[src/rtl/wb_arbiter2_pkg.sv]
// Shared types and helpers for the two-master Wishbone arbiter.
// Bus geometry is fixed here so the interface and arbiter agree on widths.
package wb_arb_pkg;

    localparam int WB_AW = 32;
    localparam int WB_DW = 32;
    localparam int WB_SW = WB_DW / 8;

    typedef enum logic [1:0] {
        IDLE = 2'd0,
        GNT0 = 2'd1,
        GNT1 = 2'd2
    } arb_state_t;

    // Returns 1 when master 1 should win; ties go to whoever was not served last.
    function automatic logic next_owner(input logic last, input logic req0, input logic req1);
        if (req0 && req1) begin
            return ~last;
        end
        return req1;
    endfunction

endpackage

[src/rtl/wb_arbiter2_if.sv]
// Pipelined Wishbone bundle; master drives the request, slave drives the response.
interface if_wb (
    input logic clk,
    input logic rst
);
    import wb_arb_pkg::*;

    logic             cyc;
    logic             stb;
    logic             we;
    logic [WB_AW-1:0] adr;
    logic [WB_SW-1:0] sel;
    logic [WB_DW-1:0] dat_m;
    logic [WB_DW-1:0] dat_s;
    logic             ack;
    logic             stall;

    modport master (
        input  clk, rst,
        output cyc, stb, we, adr, sel, dat_m,
        input  dat_s, ack, stall
    );

    modport slave (
        input  clk, rst,
        input  cyc, stb, we, adr, sel, dat_m,
        output dat_s, ack, stall
    );

endinterface

[src/rtl/wb_arbiter2.sv]
// Round-robin arbiter sharing one pipelined Wishbone slave between two masters.
// Ownership is held while the owner keeps cyc high or responses are still in flight.
module wb_arbiter2
    import wb_arb_pkg::*;
#(
    parameter  int MAX_OUT = 4,
    localparam int CNT_W   = $clog2(MAX_OUT + 1)
) (
    input  logic  clk,
    input  logic  rst_n,
    if_wb.slave   m0,
    if_wb.slave   m1,
    if_wb.master  s
);

    localparam logic [1:0] ST_IDLE = IDLE;
    localparam logic [1:0] ST_GNT0 = GNT0;
    localparam logic [1:0] ST_GNT1 = GNT1;

    logic [1:0]       state;
    logic             last;
    logic [CNT_W-1:0] cnt;

    logic own0;
    logic own1;
    logic busy;
    logic full;
    logic accept;
    logic retire;

    assign own0   = (state == ST_GNT0);
    assign own1   = (state == ST_GNT1);
    assign busy   = (cnt != '0);
    assign full   = (cnt == CNT_W'(MAX_OUT));
    assign accept = s.stb & ~s.stall;
    assign retire = s.ack & (own0 | own1) & busy;

    // The slave sees only the owner; a non-owner is held off with stall and never sees ack.
    always_comb begin
        s.cyc    = 1'b0;
        s.stb    = 1'b0;
        s.we     = 1'b0;
        s.adr    = '0;
        s.sel    = '0;
        s.dat_m  = '0;
        m0.ack   = 1'b0;
        m0.stall = 1'b1;
        m0.dat_s = s.dat_s;
        m1.ack   = 1'b0;
        m1.stall = 1'b1;
        m1.dat_s = s.dat_s;
        if (own0) begin
            s.cyc    = m0.cyc | busy;
            s.stb    = m0.stb & ~full;
            s.we     = m0.we;
            s.adr    = m0.adr;
            s.sel    = m0.sel;
            s.dat_m  = m0.dat_m;
            m0.stall = s.stall | full;
            m0.ack   = s.ack;
        end else if (own1) begin
            s.cyc    = m1.cyc | busy;
            s.stb    = m1.stb & ~full;
            s.we     = m1.we;
            s.adr    = m1.adr;
            s.sel    = m1.sel;
            s.dat_m  = m1.dat_m;
            m1.stall = s.stall | full;
            m1.ack   = s.ack;
        end
    end

    // Release waits for cnt==0 so no response can be routed to the wrong master.
    always_ff @(posedge clk) begin
        if (!rst_n) begin
            state <= ST_IDLE;
            last  <= 1'b1;
            cnt   <= '0;
        end else begin
            cnt <= cnt + CNT_W'(accept) - CNT_W'(retire);
            case (state)
                ST_IDLE: begin
                    if (m0.cyc || m1.cyc) begin
                        state <= next_owner(last, m0.cyc, m1.cyc) ? ST_GNT1 : ST_GNT0;
                    end
                end
                ST_GNT0: begin
                    if (!m0.cyc && !busy) begin
                        last  <= 1'b0;
                        state <= m1.cyc ? ST_GNT1 : ST_IDLE;
                    end
                end
                ST_GNT1: begin
                    if (!m1.cyc && !busy) begin
                        last  <= 1'b1;
                        state <= m0.cyc ? ST_GNT0 : ST_IDLE;
                    end
                end
                default: state <= ST_IDLE;
            endcase
        end
    end

    // An ack in the first cycle after reset belongs to an aborted cycle and is excused.
    a_ack_needs_owner: assert property (
        @(posedge clk) disable iff (!rst_n)
        (s.ack && $past(rst_n)) |-> (state != ST_IDLE)
    );

    a_ack_needs_outstanding: assert property (
        @(posedge clk) disable iff (!rst_n)
        (s.ack && state != ST_IDLE) |-> busy
    );

endmodule
[src/flat_wrapper.sv]
// flat-port wrapper written by rule: the top's interface ports become plain ports
module wb_arbiter2_flat import wb_arb_pkg::*;
#(
    parameter  int MAX_OUT = 4,
    localparam int CNT_W   = $clog2(MAX_OUT + 1)
)
  (clk, rst_n, rst, m0_cyc, m0_stb, m0_we, m0_adr, m0_sel, m0_dat_m, m0_dat_s, m0_ack, m0_stall, m1_cyc, m1_stb, m1_we, m1_adr, m1_sel, m1_dat_m, m1_dat_s, m1_ack, m1_stall, s_cyc, s_stb, s_we, s_adr, s_sel, s_dat_m, s_dat_s, s_ack, s_stall);
  if_wb m0_i (.clk(clk), .rst(rst));
  if_wb m1_i (.clk(clk), .rst(rst));
  if_wb s_i (.clk(clk), .rst(rst));
  input  logic clk;
  input  logic rst_n;
  input wire logic rst;
  input wire logic [$bits(m0_i.cyc)-1:0] m0_cyc;
  input wire logic [$bits(m0_i.stb)-1:0] m0_stb;
  input wire logic [$bits(m0_i.we)-1:0] m0_we;
  input wire logic [$bits(m0_i.adr)-1:0] m0_adr;
  input wire logic [$bits(m0_i.sel)-1:0] m0_sel;
  input wire logic [$bits(m0_i.dat_m)-1:0] m0_dat_m;
  output wire logic [$bits(m0_i.dat_s)-1:0] m0_dat_s;
  output wire logic [$bits(m0_i.ack)-1:0] m0_ack;
  output wire logic [$bits(m0_i.stall)-1:0] m0_stall;
  input wire logic [$bits(m1_i.cyc)-1:0] m1_cyc;
  input wire logic [$bits(m1_i.stb)-1:0] m1_stb;
  input wire logic [$bits(m1_i.we)-1:0] m1_we;
  input wire logic [$bits(m1_i.adr)-1:0] m1_adr;
  input wire logic [$bits(m1_i.sel)-1:0] m1_sel;
  input wire logic [$bits(m1_i.dat_m)-1:0] m1_dat_m;
  output wire logic [$bits(m1_i.dat_s)-1:0] m1_dat_s;
  output wire logic [$bits(m1_i.ack)-1:0] m1_ack;
  output wire logic [$bits(m1_i.stall)-1:0] m1_stall;
  output wire logic [$bits(s_i.cyc)-1:0] s_cyc;
  output wire logic [$bits(s_i.stb)-1:0] s_stb;
  output wire logic [$bits(s_i.we)-1:0] s_we;
  output wire logic [$bits(s_i.adr)-1:0] s_adr;
  output wire logic [$bits(s_i.sel)-1:0] s_sel;
  output wire logic [$bits(s_i.dat_m)-1:0] s_dat_m;
  input wire logic [$bits(s_i.dat_s)-1:0] s_dat_s;
  input wire logic [$bits(s_i.ack)-1:0] s_ack;
  input wire logic [$bits(s_i.stall)-1:0] s_stall;
  assign m0_i.cyc = m0_cyc;
  assign m0_i.stb = m0_stb;
  assign m0_i.we = m0_we;
  assign m0_i.adr = m0_adr;
  assign m0_i.sel = m0_sel;
  assign m0_i.dat_m = m0_dat_m;
  assign m0_dat_s = m0_i.dat_s;
  assign m0_ack = m0_i.ack;
  assign m0_stall = m0_i.stall;
  assign m1_i.cyc = m1_cyc;
  assign m1_i.stb = m1_stb;
  assign m1_i.we = m1_we;
  assign m1_i.adr = m1_adr;
  assign m1_i.sel = m1_sel;
  assign m1_i.dat_m = m1_dat_m;
  assign m1_dat_s = m1_i.dat_s;
  assign m1_ack = m1_i.ack;
  assign m1_stall = m1_i.stall;
  assign s_cyc = s_i.cyc;
  assign s_stb = s_i.stb;
  assign s_we = s_i.we;
  assign s_adr = s_i.adr;
  assign s_sel = s_i.sel;
  assign s_dat_m = s_i.dat_m;
  assign s_i.dat_s = s_dat_s;
  assign s_i.ack = s_ack;
  assign s_i.stall = s_stall;
  wb_arbiter2 #(.MAX_OUT(MAX_OUT)) u_core (.clk(clk), .rst_n(rst_n), .m0(m0_i), .m1(m1_i), .s(s_i));
endmodule
[config.mk]
export PLATFORM = sky130hd
export DESIGN_NAME = wb_arbiter2_flat
export DESIGN_NICKNAME = d
export VERILOG_FILES = /design/src/rtl/wb_arbiter2_pkg.sv /design/src/rtl/wb_arbiter2_if.sv /design/src/rtl/wb_arbiter2.sv /design/src/flat_wrapper.sv
export SDC_FILE = /design/constraint.sdc
export NUM_CORES = 1
export LEC_CHECK = 0
export ABC_AREA = 1
export ABC_CLOCK_PERIOD_IN_PS = 2400
export CORE_AREA = 2 2 122 124
export CTS_BUF_LIST = sky130_fd_sc_hd__clkbuf_2 sky130_fd_sc_hd__clkbuf_4 sky130_fd_sc_hd__clkbuf_8
export DETAILED_ROUTE_END_ITERATION = 12
export DIE_AREA = 0 0 124 126
export PLACE_DENSITY = 0.54
export SYNTH_ARGS = -nofsm -noshare
export SYNTH_HDL_FRONTEND = slang
export SYNTH_SLANG_ARGS = --single-unit
export TNS_END_PERCENT = 30
[constraint.sdc]
create_clock -name clk -period 2.4 [get_ports clk]
set_input_delay 0.36 -clock clk [delete_from_list [all_inputs] [get_ports clk]]
set_output_delay 0.36 -clock clk [all_outputs]
set_load 0.01 [all_outputs]
==> impl_metrics.tcl, run 1 <==
set metrics [dict create \
    outcome "finished, final reports clean" \
    switching_share_pct 42.50 \
    fmax_ghz 0.4304 \
    wl_per_cell_microns 15.45 \
    die_w_microns 124 \
    insertedDiodeCount 0 \
    ys_ff_latch 6 \
    clk_pin_slew_ns 0.04 \
    die_h_microns 126 \
    ios 318 \
    clock_skew_ns 0.002433 \
    rows 44 \
    leakage_nw 1.846 \
    via_per_inst 3.914 \
    period_needed_ns 2.323 \
    cp-start-kind "flop" \
    port_buffers 220 \
    drc 0 \
    cts_sinks 6 \
    postSynthNetCount 411 \
    drt-total-wl_mm 8.634 \
    antenna_found_initial 0 \
    grt_pass1_wl_mm 11.74 \
    ys_seq_area_share_pct 6.916 \
    path_buf_inv 3 \
    crit_family "buffers and inverters" \
    critPathRequiredTime_ns 2.04 \
    max_slew_margin_pct 80.40 \
    fillers 1524 \
    start_util_pct 12.13 \
    max_stage_delay_ns 0.52 \
    fin_crit_sh_pct 96.81 \
    p_int_mw 1.858 \
    synthDistinctLibCells 24 \
    ir_drop_mv 0.4577 \
    yosysWarnings 0 \
    finalInstanceArea_sq_um 3765 \
    synthCells 225 \
    multi_input_area_sq_um 958.4 \
    p_clk_share_pct 4.6 \
    first_pass_iters 5 \
    groute.usage.overall_pct 9.507 \
    finish.net_count 563 \
    h-tree-depth 1 \
    gp_congestion 0.8192 \
    final-seq-area_sq_um 120.1 \
    cts_buffer_depth 2 \
    clk_latency_ns 0.22 \
    power_density_nw_per_um2 858.5 \
    coreArea_sq_um 14310 \
    placed_area_sq_um 3651 \
    drv_cap 0 \
    worstSetupEndpointType "output port" \
    area_delta_synth_final_pct 116.8 \
    avgSynthCellArea_sq_um 7.719 \
    rsz0062_at_grt "yes" \
    drtAntennaViolNets 0 \
    layout-drive-gt1-share_pct 6.667 \
    fin_cells 559 \
    power.share.sequential_pct 6.1 \
    cts_tree "yes" \
    timing.final.max_slew_violations 0 \
    overflow 0 \
    dp_hpwl_mm 7.090 \
    p_sw_mw 1.374 \
    num_vias 2188 \
    grt_max_degree 68 \
    setup_viol_count_final 0 \
    grt_pass1_vias 2156 \
    drt_iter0_markers 62 \
    combPwrFrac_pct 89.2 \
    placed_cells_incl_taps 556 \
    critical_path_class "flop to output port" \
    crit_path_max_fanout 67 \
    cts.hold.buffers_added 0 \
    die-area_sq_um 15620 \
    postCtsSetupRepairBufs 0 \
    hold_violations 0 \
    cts_buffers 3 \
    netlist_area_sq_um 1737 \
    holdWs_ns 0.4901 \
    min_path_type "flop to flop" \
    cts_root_buf "clkbuf_8" \
    crit_slowest_cell "clkdlybuf4s50_1" \
    crit_chain "ha_4, buf_12, a22o_1, o21ai_2, inv_1, clkdlybuf4s50_1" \
    critPathArrivalTime_ns 1.96 \
    worstMarginPinSlew_ns 0.2940 \
]
==> power by group through the flow <==
| stage | Clock (mW) | Sequential [mW] | Combinational, mW |
|---|---|---|---|
| 6_report | 0.150 | 0.198 | 2.88 |
| 5_1_grt | 0.158 | 0.206 | 3.13 |
| 4_1_cts | 0.155 | 0.195 | 2.97 |
| 3_3_place_gp | 0 | 0.192 | 2.95 |
| 2_1_floorplan | 0 | 0.183 | 1.58 |
| 3_5_place_dp | 0 | 0.193 | 2.97 |
==> metal layers <==
metal | vias up | track usage (%) | wire length, microns
met5 | - | 0 | 0
met4 | 0 | 0.9253 | 79
met3 | 8 | 2.944 | 1085
met2 | 159 | 18.29 | 4408
met1 | 979 | 10.38 | 3060
li1 | 1042 | - | -
==> state kept, by name, summed over array words and instances, names as in the netlist <==
signal / cells
u_core.last: 1
u_core.cnt: 3
u_core.state: 2
==> through the flow <==
step	TNS (ns)	setup WS [ns]	utilization, %	power [mW]
floorplan	0	0.3273	-	1.764
global placement	0	0.1221	25.51	3.142
detailed placement	0	0.1045	25.51	3.159
CTS	0	0.002735	25.84	3.320
global route	-0.02135	-0.01542	26.30	3.493
finish	0	0.07654	26.30	3.232
==> cell type report <==
class	instances	area share, %
flip-flops and latches	6	3.190
repair buffers	227	62.35
multi-input cells	123	25.46
clock buffers	3	1.097
well taps	184	6.115
inverters	16	1.795
==> worst min-delay path, delay by kind of cell (launching register included) <==
family	cells	cell delay, ns
DFF	1	0.32
and+or+nand+nor	2	0.12
==> Yosys cell counts (all sizes together) <==
cell type  number  area, sq um
ha              6        75.07
nand4           1        6.260
or2             1        6.260
a22o           70        613.1
nand3           9        60.06
o21ai           3        18.77
dfxtp           6        120.1
inv            16        62.56
nor2            7        36.29
nand2          20        82.58
nor3            1        5.000
clkbuf          2        7.510
buf            78        603.1
a21oi           4        20.02
fa              1        20.02
==> layout by cell type, fill, tap and decap left out <==
| master | instances |
|---|---|
| a21oi_1 | 4 |
| a22o_1 | 70 |
| buf_12 | 3 |
| buf_4 | 3 |
| buf_6 | 1 |
| clkbuf_8 | 3 |
| clkdlybuf4s50_1 | 189 |
| dfxtp_1 | 6 |
| dlygate4sd2_1 | 7 |
| dlymetal6s2s_1 | 24 |
| fa_1 | 1 |
| ha_1 | 4 |
| ha_2 | 1 |
| ha_4 | 1 |
| inv_1 | 12 |
| inv_2 | 3 |
| inv_8 | 1 |
| nand2_1 | 17 |
| nand2_2 | 3 |
| nand3_1 | 6 |
| nand3_2 | 3 |
| nand4_1 | 1 |
| nor2_1 | 5 |
| nor2_2 | 1 |
| nor2_4 | 1 |
| nor3_1 | 1 |
| o21ai_0 | 2 |
| o21ai_2 | 1 |
| or2_1 | 1 |
==> what timing repair did <==
action / CTS / global route
endpoints found under the setup margin: 36 / 62
gates resized for setup: 10 / 28
hold endpoints to repair: 0 / 0
==> final timing paths <==
kind / slack (ns) / start / cells after the start / end
worst max register to register: 0.23 / u_core.state[0] / 10 / u_core.cnt[2]
worst max-delay path: 0.08 / u_core.state[0] / 6 / s_stb
worst min register to register: 0.49 / u_core.last / 2 / u_core.last
worst min-delay path: 0.49 / u_core.last / 2 / u_core.last
==> kinds of logic after synthesis <==
group,after synthesis,synth area share [%]
adder cells (fa/ha/maj),7,5.475
AND/OR/NAND/NOR,39,11.31
AO/OA/AOI/OAI,77,37.54
flip-flops,6,6.917
buffers and inverters,96,38.76
(Power assumes the default switching activity.)
==> inputs of run 2 (changes only) <==
- CTS_CLUSTER_SIZE: default -> 8
- SETUP_SLACK_MARGIN: default -> 0.5
==> impl_metrics.tcl, run 2 (synthesized netlist as in run 1, its figures left out) <==
set metrics [dict create \
    top_regs "u_core.cnt x3, u_core.state x2, u_core.last x1" \
    regMostFlops "u_core.cnt" \
    outcome "finished, final reports clean" \
    cts_tree "yes" \
    critPathRequiredTime_ns 2.04 \
    drtAntennaViolNets 0 \
    grt_pass1_vias 2459 \
    antenna_found_initial 0 \
    final_core_util_pct 26.98 \
    grt_pass1_wl_mm 13.41 \
    use_met1_pct 10.68 \
    die_w_microns 124 \
    clk_latency_ns 0.23 \
    overflow 0 \
    h-tree-depth 1 \
    combPwrFrac_pct 89.9 \
    ir_drop_mv 0.3423 \
    area_delta_synth_final_pct 122.3 \
    cts_root_buf "clkbuf_8" \
    p_clk_share_pct 4.3 \
    cts_sinks 6 \
    groute.usage.overall_pct 11.42 \
    die-area_sq_um 15620 \
    clk_pin_slew_ns 0.04 \
    tns_ns 0 \
    grt_max_degree 23 \
    drv_cap 0 \
    p_int_mw 2.003 \
    min_path_type "flop to flop" \
    fin_crit_sh_pct 87.00 \
    timing.final.max_slew_violations 0 \
    drt-total-wl_mm 9.995 \
    coreArea_sq_um 14310 \
    num_vias 2292 \
    use_met3_pct 3.216 \
    layout_common_cells "146 x clkdlybuf4s50_1, 68 x a22o_1, 25 x dlygate4sd2_1, 17 x nand2_1" \
    fillers 1548 \
    critical_path_class "flop to output port" \
    clock_skew_ns 0.005882 \
    die_h_microns 126 \
    first_pass_iters 4 \
    fmax_ghz 0.4789 \
    finish.net_count 574 \
    rows 44 \
    start_util_pct 12.13 \
    final_common_cell "clkdlybuf4s50_1" \
    r2r_slack_ns 0.33 \
    ios 318 \
    largest_reg_flops 3 \
    cts_buffer_depth 2 \
    r2r_start "u_core.state[1]" \
    insertedDiodeCount 0 \
    drc 0 \
    leakage_nw 1.735 \
    critPathArrivalTime_ns 1.73 \
    cts_buffers 3 \
    drt_iter0_markers 33 \
    period_needed_ns 2.088 \
    power_density_nw_per_um2 921.1 \
    crit_path_max_fanout 22 \
    min-delay-start "u_core.last" \
    switching_share_pct 43.67 \
    critPathLaunch "u_core.state[1]" \
    p_sw_mw 1.553 \
    use_met2_pct 24.01 \
    worstMarginPinSlew_ns 0.2417 \
    port_buffers 220 \
    max_slew_margin_pct 83.86 \
    rsz0062_at_grt "yes" \
    setup_viol_count_final 0 \
    hold_violations 0 \
    power.share.sequential_pct 5.8 \
    cp-start-kind "flop" \
    dp_hpwl_mm 7.580 \
    gp_congestion 0.7575 \
    via_per_inst 4.021 \
    layout-drive-gt1-share_pct 20.47 \
    worstSetupEndpointType "output port" \
    wl_per_cell_microns 17.54 \
    gr-max-usage-layer "met2" \
]
-- run 2: cell count changes in the layout (fill, tap and decap cells not counted), sizes merged, moves of 14 or more --
| cell | delta |
|---|---|
| dlymetal6s2s | -23 |
| clkdlybuf4s50 | -43 |
| dlygate4sd2 | +18 |
| clkbuf | +14 |
| clkdlybuf4s15 | +19 |
| buf | +23 |
-- run 2: final cells by class --
cell class                      instances  area [sq um]  share of cell area (%)
Clock buffer                            3         41.29                   1.069
Inverter                               16         65.06                   1.685
Multi-Input combinational cell        123         984.7                   25.50
Sequential cell                         6         125.1                   3.240
Tap cell                              184         230.2                   5.962
Timing Repair Buffer                  238          2415                   62.54
-- run 2: layer usage --
metal / wire length, microns / part of all wire, %
met1: 3394 / 34
met2: 5408 / 54
met5: 0 / 0
met4: 84 / 0.84
met3: 1108 / 11
-- run 2: worst paths after layout --
kind | endpoint | cells past startpoint
hold reg to reg | u_core.last | 2
hold / removal | u_core.last | 2
setup / recovery | s_sel[2] | 6
setup reg to reg | u_core.cnt[1] | 11
-- run 2: worst max-delay path: stages (launching register included) --
cell and delay [ns]:
dfxtp_2 0.34, inv_2 0.06, ha_4 0.17, buf_12 0.14, bufbuf_16 0.29, a22o_1 0.22, dlygate4sd2_1 0.28
-- run 2: timing repair --
item,CTS,global route
endpoints found under the setup margin,77,75
hold buffers,0,0
resized for setup,146,36
pin swaps,3,0
buffers inserted,7,0
cloned,5,1
-- run 2: stage by stage --
stage | total power, mW | area (sq um) | setup slack (ns) | cells | hold slack [ns]
2_1_floorplan | 1.780 | 1744 | 0.4210 | 225 | 0.4441
3_3_place_gp | 3.142 | 3632 | 0.1874 | 554 | 0.4708
3_5_place_dp | 3.183 | 3632 | 0.1941 | 554 | 0.4897
4_1_cts | 3.590 | 3861 | 0.2992 | 569 | 0.5003
5_1_grt | 3.846 | 3861 | 0.2454 | 570 | 0.5100
6_report | 3.557 | 3861 | 0.3121 | 570 | 0.4967
-- run 2: power by group through the flow --
stage | Combinational [mW] | Sequential, mW | Clock, mW
after floorplan | 1.59 | 0.187 | 0
after global placement | 2.95 | 0.192 | 0
after detailed placement | 2.99 | 0.198 | 0
after CTS | 3.22 | 0.205 | 0.161
after global routing | 3.47 | 0.212 | 0.161
final | 3.20 | 0.206 | 0.154
==> inputs of run 3 (changes only) <==
- ABC_AREA: 1 -> default
- CORE_AREA: 2 2 122 124 -> 3 3 121 123
- PLACE_DENSITY: 0.54 -> 0.55
==> impl_metrics.tcl, run 3 <==
set metrics [dict create \
    crit_path_max_fanout 3 \
    cts_root_buf "clkbuf_8" \
    avgSynthCellArea_sq_um 8.124 \
    p_clk_share_pct 6.6 \
    grt_max_degree 26 \
    yosys-top-cells-area "a22o_1 36%, buf_4 29%, dfxtp_1 7.1%, ha_1 4.5%, buf_2 3.3%" \
    groute.usage.overall_pct 12.22 \
    cp-start-kind "flop" \
    drt-total-wl_mm 10.89 \
    p_int_mw 1.419 \
    via_per_inst 4.121 \
    synth_edf_count 0 \
    postSynthNetCount 393 \
    regMostFlops "u_core.cnt" \
    max_slew_margin_pct 77.01 \
    power.share.sequential_pct 6.6 \
    largest_reg_flops 3 \
    ys.flop_type "dfxtp_1" \
    fmax_ghz 0.4657 \
    antenna_found_initial 0 \
    ys_ff_latch 6 \
    timing.final.max_slew_violations 0 \
    layout-drive-gt1-share_pct 34.28 \
    critical_path_class "flop to flop" \
    die-area_sq_um 15620 \
    grt_pass1_wl_mm 14.30 \
    crit_slowest_cell "dfxtp_4" \
    drc 0 \
    worstMarginPinSlew_ns 0.3436 \
    dp_hpwl_mm 7.729 \
    insertedDiodeCount 0 \
    port_buffers 220 \
    clk_latency_ns 0.23 \
    area_delta_synth_final_pct 143.2 \
    drtAntennaViolNets 0 \
    grt_pass1_vias 2396 \
    final_common_cell "clkdlybuf4s50_1" \
    synthDistinctLibCells 28 \
    clock_skew_ns 0.005188 \
    rsz0062_at_grt "yes" \
    path_buf_inv 3 \
    wl_per_cell_microns 19.17 \
    critPathMostFrequentCell "ha_4" \
    critPathRequiredTime_ns 2.51 \
    min_path_type "flop to flop" \
    cts_tree "yes" \
    hold_violations 0 \
    cts_buffers 3 \
    overflow 0 \
    period_needed_ns 2.147 \
    num_vias 2341 \
    critPathArrivalTime_ns 2.26 \
    ios 318 \
    tns_ns 0 \
    ys_seq_area_share_pct 7.143 \
    coreArea_sq_um 13770 \
    cts.hold.buffers_added 0 \
    yosys-top-cells-count "69 x a22o_1, 64 x buf_4, 11 x buf_2" \
    async_reset_ff_share_pct 0 \
    crit_chain "inv_4, ha_4, and3_4, ha_4, inv_2, ha_4, inv_2, fa_2, xnor2_2, xnor2_1, and2_1" \
    layout_common_cells "146 x clkdlybuf4s50_1, 66 x a22o_1, 48 x buf_2, 23 x buf_4, 10 x buf_6" \
    worstSetupEndpointType "flop" \
    synthCells 207 \
    combPwrFrac_pct 86.8 \
    drv_cap 0 \
    yosysWarnings 0 \
    fillers 1491 \
    netlist_area_sq_um 1682 \
    cts_buffer_depth 2 \
    p_sw_mw 0.9313 \
    leakage_nw 1.802 \
    finish.net_count 576 \
    yosysTopAreaCellShare_pct 35.94 \
    top_regs "u_core.cnt x3, u_core.state x2, u_core.last x1" \
    start_util_pct 12.21 \
    outcome "finished, final reports clean" \
    fin_crit_sh_pct 89.46 \
    clk_pin_slew_ns 0.04 \
    switching_share_pct 39.63 \
    p_total_mw 2.350 \
    cts_sinks 6 \
    post-synth-top-area-cell "a22o_1" \
    synth_most_common_cell "a22o_1" \
    first_pass_iters 4 \
    die_w_microns 124 \
    gp_congestion 0.7871 \
    rows 43 \
    crit_family "adder cells" \
    ir_drop_mv 0.1385 \
    setup_viol_count_final 0 \
    die_h_microns 126 \
    drt_iter0_markers 67 \
    max_stage_delay_ns 0.37 \
    h-tree-depth 1 \
    power_density_nw_per_um2 574.5 \
]
## run 3: cell families after synthesis
group | after synthesis | synth area share, %
compound gates | 83 | 43.90
flops | 6 | 7.143
xor+xnor | 2 | 1.042
simple gates | 22 | 7.665
fa+ha+maj | 7 | 5.655
buf+inv | 87 | 34.60
## run 3: metrics by stage
stage | setup slack, ns | instances | utilization, % | area, sq um | hold slack, ns
after global placement | 0.01472 | 536 | 26.72 | 3680 | 0.5469
after detailed placement | -0.003637 | 536 | 26.72 | 3680 | 0.5685
final | 0.2529 | 568 | 29.70 | 4090 | 0.6203
after global routing | 0.1664 | 568 | 29.70 | 4090 | 0.6762
after CTS | 0.2588 | 559 | 28.95 | 3988 | 0.5968
after floorplan | 0.1192 | 207 | - | 1694 | 0.4362
## run 3: cell type report
class	instances	area (sq um)	share of cell area, %
flip-flops and latches	6	127.6	3.120
repair buffers	260	2561	62.62
well taps	180	225.2	5.506
inverters	5	23.77	0.5812
clock buffers	3	41.29	1.009
multi-input cells	114	1111	27.16
## run 3: worst paths after layout
path / start / end / slack [ns] / cells after the start
setup / recovery: u_core.state[0] / u_core.cnt[2] / 0.25 / 11
hold / removal: u_core.last / u_core.last / 0.62 / 2
setup reg to reg: u_core.state[0] / u_core.cnt[2] / 0.25 / 11
hold reg to reg: u_core.last / u_core.last / 0.62 / 2
## run 3: worst reg2reg max path: cells and delay by family (launching register included)
kind / cells / cell delay [ns]
DFF: 1 / 0.37
adders and majority gates: 4 / 0.92
buffers and inverters: 3 / 0.15
and+or+nand+nor: 2 / 0.33
xor gates and xnor gates: 2 / 0.26
## run 3: power groups by stage
stage / registers (mW) / logic [mW] / clock network [mW]
2_1_floorplan: 0.153 / 0.854 / 0
3_3_place_gp: 0.143 / 1.72 / 0
3_5_place_dp: 0.146 / 1.73 / 0
4_1_cts: 0.151 / 1.96 / 0.159
5_1_grt: 0.157 / 2.18 / 0.169
6_report: 0.155 / 2.04 / 0.156
## run 3: metal layers
layer / global-route usage (%) / part of all wire [%] / up-vias
met2: 22.53 / 52 / 197
met3: 4.221 / 13 / 18
li1: - / - / 1082
met1: 13.00 / 33 / 1044
met4: 3.351 / 1.8 / 0
met5: 0 / 0 / -
## run 3: what timing repair did
action,4_1_cts,5_1_grt
pin swaps,10,5
cloned,8,3
resized for setup,244,72
endpoints found under the setup margin,77,76
setup buffers,12,6
